==> src/rtl/fetch_stage_pkg.sv <==
// fetch_stage_pkg: shared widths, encodings and state type for the fetch stage.
package fetch_stage_pkg;
  localparam int XLEN = 32;
  localparam logic [XLEN-1:0] NOP = 32'h0000_0013;
  localparam logic [XLEN-1:0] DEFAULT_RESET_PC = 32'h0000_0000;
  typedef enum logic [1:0] {FETCH, HOLD, DISCARD} fetch_state_e;
  function automatic logic [XLEN-1:0] align_word(input logic [XLEN-1:0] a);
    return {a[XLEN-1:2], 2'b00};
  endfunction
endpackage

==> src/rtl/if_id_reg.sv <==
// if_id_reg: IF/ID pipeline register; flush beats stall beats load, otherwise a bubble.
module if_id_reg
  import fetch_stage_pkg::*;
(
  input  logic            clk,
  input  logic            rst_n,
  input  logic            i_flush,
  input  logic            i_stall,
  input  logic            i_load,
  input  logic [XLEN-1:0] i_pc,
  input  logic [XLEN-1:0] i_instr,
  output logic [XLEN-1:0] o_pc,
  output logic [XLEN-1:0] o_instr,
  output logic            o_valid
);
  logic [XLEN-1:0] r_pc, r_instr;
  logic            r_valid;
  // Bubbles and flushes keep the old pc; only instr and valid are cleared.
  always_ff @(posedge clk or negedge rst_n) begin
    if (!rst_n) begin
      r_pc    <= '0;
      r_instr <= NOP;
      r_valid <= 1'b0;
    end else if (i_flush || (!i_stall && !i_load)) begin
      r_instr <= NOP;
      r_valid <= 1'b0;
    end else if (!i_stall) begin
      r_pc    <= i_pc;
      r_instr <= i_instr;
      r_valid <= 1'b1;
    end
  end
  assign o_pc    = r_pc;
  assign o_instr = r_instr;
  assign o_valid = r_valid;
endmodule

==> src/rtl/fetch_stage.sv <==
// fetch_stage: PC, single-outstanding imem request FSM and hold buffer feeding IF/ID.
module fetch_stage
  import fetch_stage_pkg::*;
#(
  parameter logic [XLEN-1:0] RESET_PC = DEFAULT_RESET_PC
) (
  input  logic            clk,
  input  logic            rst_n,
  input  logic            pc_write,
  input  logic            id_write,
  input  logic            branch_taken,
  input  logic [XLEN-1:0] branch_target,
  output logic            imem_req,
  output logic [XLEN-1:0] imem_addr,
  input  logic            imem_ready,
  input  logic [XLEN-1:0] imem_rdata,
  output logic [XLEN-1:0] if_id_pc,
  output logic [XLEN-1:0] if_id_instr,
  output logic            if_id_valid
);
  fetch_state_e    r_state, w_state_nxt;
  logic [XLEN-1:0] r_pc, r_addr, r_hold_pc, r_hold_instr, w_pc_nxt;
  logic            r_req, w_stall, w_ack, w_load;
  assign w_stall   = !pc_write || !id_write;
  assign w_ack     = r_req && imem_ready;
  assign imem_req  = r_req;
  assign imem_addr = r_addr;
  always_comb begin
    w_state_nxt = r_state;
    w_pc_nxt    = r_pc;
    w_load      = 1'b0;
    if (branch_taken) begin
      w_pc_nxt    = align_word(branch_target);
      w_state_nxt = (r_state != HOLD && r_req && !imem_ready) ? DISCARD : FETCH;
    end else begin
      case (r_state)
        FETCH: begin
          if (w_ack && w_stall) w_state_nxt = HOLD;
          w_load   = w_ack && !w_stall;
          w_pc_nxt = w_load ? r_pc + XLEN'(4) : r_pc;
        end
        HOLD: begin
          w_load      = !w_stall;
          w_pc_nxt    = w_load ? r_pc + XLEN'(4) : r_pc;
          w_state_nxt = w_load ? FETCH : HOLD;
        end
        default: w_state_nxt = w_ack ? FETCH : DISCARD;
      endcase
    end
  end
  // A discarded request keeps its original address until the response is drained.
  always_ff @(posedge clk or negedge rst_n) begin
    if (!rst_n) begin
      r_state      <= FETCH;
      r_pc         <= RESET_PC;
      r_addr       <= RESET_PC;
      r_req        <= 1'b0;
      r_hold_pc    <= '0;
      r_hold_instr <= '0;
    end else begin
      r_state <= w_state_nxt;
      r_pc    <= w_pc_nxt;
      r_addr  <= (w_state_nxt == DISCARD) ? r_addr : w_pc_nxt;
      r_req   <= w_state_nxt != HOLD;
      if (branch_taken) begin
        r_hold_pc    <= '0;
        r_hold_instr <= '0;
      end else if (r_state == FETCH && w_ack && w_stall) begin
        r_hold_pc    <= r_pc;
        r_hold_instr <= imem_rdata;
      end
    end
  end
  if_id_reg u_if_id (
    .clk     (clk),
    .rst_n   (rst_n),
    .i_flush (branch_taken),
    .i_stall (w_stall),
    .i_load  (w_load),
    .i_pc    ((r_state == HOLD) ? r_hold_pc : r_pc),
    .i_instr ((r_state == HOLD) ? r_hold_instr : imem_rdata),
    .o_pc    (if_id_pc),
    .o_instr (if_id_instr),
    .o_valid (if_id_valid)
  );
endmodule

==> config.mk <==
export PLATFORM = sky130hd
export DESIGN_NAME = fetch_stage
export DESIGN_NICKNAME = d
export VERILOG_FILES = /design/src/rtl/fetch_stage_pkg.sv /design/src/rtl/if_id_reg.sv /design/src/rtl/fetch_stage.sv
export SDC_FILE = /design/constraint.sdc
export NUM_CORES = 1
export LEC_CHECK = 0
export CAP_MARGIN = 20
export CORE_ASPECT_RATIO = 2
export CORE_MARGIN = 3
export CORE_UTILIZATION = 50
export CTS_BUF_LIST = sky130_fd_sc_hd__clkbuf_2
export DETAILED_ROUTE_END_ITERATION = 7
export PLACE_DENSITY = 0.86
export SLEW_MARGIN = 20
export SYNTH_ARGS = -nofsm -noshare
export SYNTH_HDL_FRONTEND = slang
export SYNTH_SLANG_ARGS = --single-unit
==> constraint.sdc <==
create_clock -name clk -period 2.1 [get_ports clk]
set_input_delay 0.315 -clock clk [delete_from_list [all_inputs] [get_ports clk]]
set_output_delay 0.315 -clock clk [all_outputs]
set_load 0.02 [all_outputs]
Yosys cells after proc, flatten, opt, wreduce, memory -nomap -nowiden. Index checks and enable logic that the tools add are counted.

Flip-flop bits (word level): 196. Bits of input ports: 70. Output and inout port bits: 98. Word-level logic and storage cells: 57.

Add/sub/neg operators: 1. Equal/unequal tests: 5. Mux-type cells: 22. Bitwise gates (word level): 2. Reductions and logical operators: 18.

Operators by type and width (count): two-way mux 32 bit (11); one-hot mux 32 bit (2 select lines) (1); adder 32 x 3 -> 32 bit, second input constant (1); logical AND 1 bit (8); two-way mux 2 bit (4); logical NOT 1 bit (5); two-way mux 1 bit (4); inequality test 2 x 1 -> 1 bit, second input constant (2); one-hot mux 2 bit (2 select lines) (1); == test 2 x 1 -> 1 bit, second input constant (1); == test 2 bit, second input constant (1); logical NOT 2 bit (1); logical OR 1 bit (2); inequality test 2 bit, second input constant (1); NOT 1 bit (2); one-hot mux 1 bit (2 select lines) (1); AND reduction 2 bit (1); nonzero test 2 bit (1).

Longest topological paths before layout.
Depth in word-level cells: 11. Depth in mapped cells: 8.

Modules after synthesis. From an unflattened synthesis, not the netlist that was laid out.

Cell total of the unflattened synthesis: 917. Area, all modules: 9344.0 um2.

By module, submodules not included: fetch_stage (times used 1, cells an instance 704, area each 6707.7 um2, seq. area each 3278.1 um2); if_id_reg (times used 1, cells an instance 213, area each 2636.3 um2, seq. area each 1630.3 um2).

Worst setup path after synthesis. Ideal clock, no wire load.

Path type: register -> register. Start: register r_req (netlist: imem_req). End: register r_addr[11] (netlist: imem_addr[11]). Library setup time: 125 ps. Arrival time: 1820 ps. Required time: 1975 ps. Path slack: 155 ps. Cell stages (with the launch flop): 7. Path through: dfrtp_1 -> a21oi_2 -> buf_2 -> nor4_2 -> a21oi_1 -> a211o_1 -> mux2_2.

Elaborated cells on any way between the ends: 14. Classes of those cells: eq/ne (1); mux (8); reduce/logical (5).

RTL lines: start, declared (line fetch_stage.sv:23) `logic r_req, w_stall, w_ack, w_load;`; start signal, assigned (line fetch_stage.sv:57) `r_req <= 1'b0;`; start signal, assigned (line fetch_stage.sv:64) `r_req <= w_state_nxt != HOLD;`; logical AND 1 bit (line fetch_stage.sv:25) `assign w_ack = r_req && imem_ready;`; logical AND 1 bit (line fetch_stage.sv:39) `w_load = w_ack && !w_stall;`; two-way mux 32 bit (line fetch_stage.sv:40) `w_pc_nxt = w_load ? r_pc + XLEN'(4) : r_pc;`; one-hot mux 32 bit (2 select lines) (line fetch_stage.sv:36) `case (r_state)`; two-way mux 32 bit (line fetch_stage.sv:32) `if (branch_taken) begin`; net w_pc_nxt[11] (line fetch_stage.sv:22) `logic [XLEN-1:0] r_pc, r_addr, r_hold_pc, r_hold_instr, w_pc_nxt;`; end signal, assigned (line fetch_stage.sv:63) `r_addr <= (w_state_nxt == DISCARD) ? r_addr : w_pc_nxt;`; end, declared (line fetch_stage.sv:22).

The timed path passes the listed nets, and every way through them passes these cells. A chain may end at the register's enable or synchronous reset.

Worst setup path in the final report.
Start: register r_pc[2]. End: register r_addr[12] (netlist: imem_addr[12]).

Word-level cells in the longest chain between the ends: 4. Elaborated cells on any way between the ends: 5. Classes of those cells: add/sub (1); mux (4).

RTL lines: start, declared (line fetch_stage.sv:22); start signal, assigned (line fetch_stage.sv:62) `r_pc <= w_pc_nxt;`; adder 32 x 3 -> 32 bit * (line fetch_stage.sv:40, fetch_stage.sv:44); two-way mux 32 bit, on equally long branches (line fetch_stage.sv:44, fetch_stage.sv:40); one-hot mux 32 bit (2 select lines) * (line fetch_stage.sv:36); two-way mux 32 bit * (line fetch_stage.sv:32); net w_pc_nxt[12] (line fetch_stage.sv:22).

Mark *: on every way through the listed nets, which the timed path passes. The rest lies on a longest branch.

==> impl_metrics.tcl <==
set metrics [dict create \
    io_pins 168 \
    ys.flop_type "dfrtp_1" \
    pwr_density_cell_nw_per_um2 757.7 \
    post-route-util_pct 66.77 \
    tightest_slew_ps 575.6 \
    gr-total-overflow 0 \
    crit_type "reg2reg" \
    seq_area_um2 4911 \
    initial_core_util_pct 51.70 \
    hold_ws_ps 48.92 \
    ys_ff_latch 196 \
    gp_congestion 0.8889 \
    die-area_um2 19230 \
    rsz0062_at_grt "true" \
    viasPerCell 5.624 \
    dpl_worst_slack_ps -202.8 \
    setup_violations 0 \
    numCtsBuffers 17 \
    row_count 67 \
    p_leak_nw 5.252 \
    hold_viol_final 0 \
    antenna_found_initial 1 \
    cp-start-kind "flip-flop" \
    reg2reg_slack_ps 90 \
    layout-drive-gt1-share_pct 12.38 \
    drc 0 \
    synth_area_um2 8755 \
    drt_iter0_markers 360 \
    power_mw 8.567 \
    die_width_um 99.57 \
    grt_max_degree 64 \
    crit_arrival_ps 2730 \
    grt_pass1_vias 8042 \
    syn_to_final_growth_pct 29.14 \
    fin_crit_ps 2009 \
    firstDrtPassIters 7 \
    relSlewSlack_pct 61.63 \
    fmax_mhz 497.9 \
    min_period_over_period_pct 95.65 \
    insertion_delay_ps 770 \
    required_ps 2820 \
    place_hpwl_um 17820 \
    path_max_fanout 5 \
    cts_tree "built" \
    htreeDepth 4 \
    syn-num-nets 1014 \
    clock_sinks 196 \
    num_vias 7626 \
    multiInputGateArea_um2 3602 \
    ir_drop_mv 0.4393 \
    yosysWarnings 0 \
    grt_pass1_wl_um 39430 \
    setup_slack_ps 91.36 \
    async_flop_share_pct 100.0 \
    synth_area_per_cell_um2 9.284 \
    final_cell_mix "280 x nand2_1, 191 x dfrtp_1, 98 x dlygate4sd2_1, 80 x a21oi_1, 68 x nor2_1" \
    r2r_start "r_pc[2]" \
    fin_skew_ps 45.82 \
    hold_class "in2async" \
    clock-root-buffer "clkbuf_2" \
    startpoint "r_pc[2]" \
    yosysUniqueCellTypes 45 \
    dieHeight_um 193.1 \
    synth_cells 943 \
    fillCellCount 1376 \
    antenna_left 0 \
    post_drt_wl_per_cell_um 18.10 \
    status "finished clean" \
    cp-endpoint "imem_addr[12]" \
    portBuffers 165 \
    synth_edf_count 0 \
    max_cap_viol_count 0 \
    core-area_um2 16930 \
    timing.rr.end "imem_addr[12]" \
    nNetsFinal 1206 \
    crit_path_end_kind "flip-flop" \
    final_common_cell "nand2_1" \
    cts_buffer_depth 2 \
    grt_usage_pct 26.03 \
    slew_violations 0 \
    r2r_cells 6 \
    routed_wl_um 24550 \
    path_clk_slew_ps 300 \
    seq_area_frac_synth_pct 56.07 \
]
[flip-flops by register name, indices dropped and copies added, names as in the netlist]
name / flops
imem_addr: 32
r_hold_instr: 32
r_hold_pc: 32
r_pc: 32
u_if_id.o_instr: 32
u_if_id.o_pc: 32
r_state: 2
imem_req: 1
u_if_id.o_valid: 1
[worst max-delay path: stages (launching register included)]
cell      delay [ps]
dfrtp_1          460
ha_1             200
nand3_2          180
nor4_4           350
or4b_1           460
o211ai_1         130
mux2_2           190
[worst min path at each step]
stage,to,slack (ps),cells after the start
6_report,u_if_id.o_pc[25],50,2
5_1_grt,r_hold_instr[8],0.4,3
4_1_cts,r_hold_instr[18],0.4,3
3_5_place_dp,r_hold_instr[0],360,1
3_3_place_gp,u_if_id.o_pc[24],360,1
2_1_floorplan,imem_addr[0],20,0
[report_power, final]
part	switching, mW	internal [mW]	leakage, nW
Clock	1.33	0.324	0.109
Combinational	1.39	0.975	2.67
Sequential	0.306	4.24	2.47
Total	3.03	5.54	5.25
[layer usage]
layer / track usage, % / part of all wire, % / vias up
met5: 0 / 0 / -
met4: 14.31 / 5.1 / 0
met3: 5.366 / 5.3 / 83
met2: 47.75 / 55 / 268
met1: 27.40 / 35 / 3699
li1: - / - / 3576
[cell families (layout without fill, tap and decap cells)]
group | after synthesis | after routing | synth area share, %
DFF | 196 | 196 | 56.07
buffers and inverters | 76 | 280 | 3.473
and+or+nand+nor | 413 | 413 | 20.17
AOI/OAI and AO/OA | 188 | 188 | 12.29
adders and majority gates | 1 | 1 | 0.1429
other | 0 | 2 | 0
xor gates and xnor gates | 20 | 20 | 2.001
muxes | 49 | 49 | 5.860
[per-stage QoR]
step                cells  TNS, ps  area [µm²]
global placement     1316    -1450       11140
finish               1356        0       11310
global route         1355   -80.26       11300
floorplan             943        0        8755
detailed placement   1316    -4023       11140
CTS                  1351        0       11250
[synth_stat cells, types with 2 or more instances]
cell,n,area share (%)
nand2b_1,5,0.36
nor2_1,69,3.0
and3_1,4,0.29
nor3_1,5,0.29
o221ai_1,11,1.1
a21o_1,2,0.17
mux2_2,18,2.3
buf_2,15,0.86
a31oi_1,42,3.0
buf_1,3,0.13
nor4_2,3,0.43
and4_1,3,0.30
a21oi_1,81,4.6
nor4_1,3,0.21
mux2i_1,31,3.5
xnor2_1,6,0.60
dfstp_2,3,0.90
nand4_1,16,1.1
clkbuf_1,49,2.1
nor2b_1,4,0.29
xor2_1,14,1.4
o21ai_0,40,2.3
or3_1,3,0.21
nand3_1,9,0.51
inv_1,9,0.39
dfrtp_1,193,55
o211ai_1,5,0.43
nand2_1,280,12
[layout make-up]
class | count | area share (%)
Tap cell | 207 | 2.291
Clock buffer | 18 | 0.7968
Timing Repair Buffer | 240 | 20.37
Antenna cell | 2 | 0.04427
Inverter | 9 | 0.2988
Sequential cell | 196 | 43.44
Clock inverter | 13 | 0.8964
Multi-Input combinational cell | 671 | 31.86
[timing repair]
item | in CTS | in global routing
hold endpoints to repair | 216 | 0
endpoints found under the setup margin | 98 | 11
gates resized for setup | 98 | 6
buffers inserted | 0 | 3
pin swaps | 0 | 2
hold buffers | 4 | 0
No activity file was read; power rests on OpenSTA's default activity.
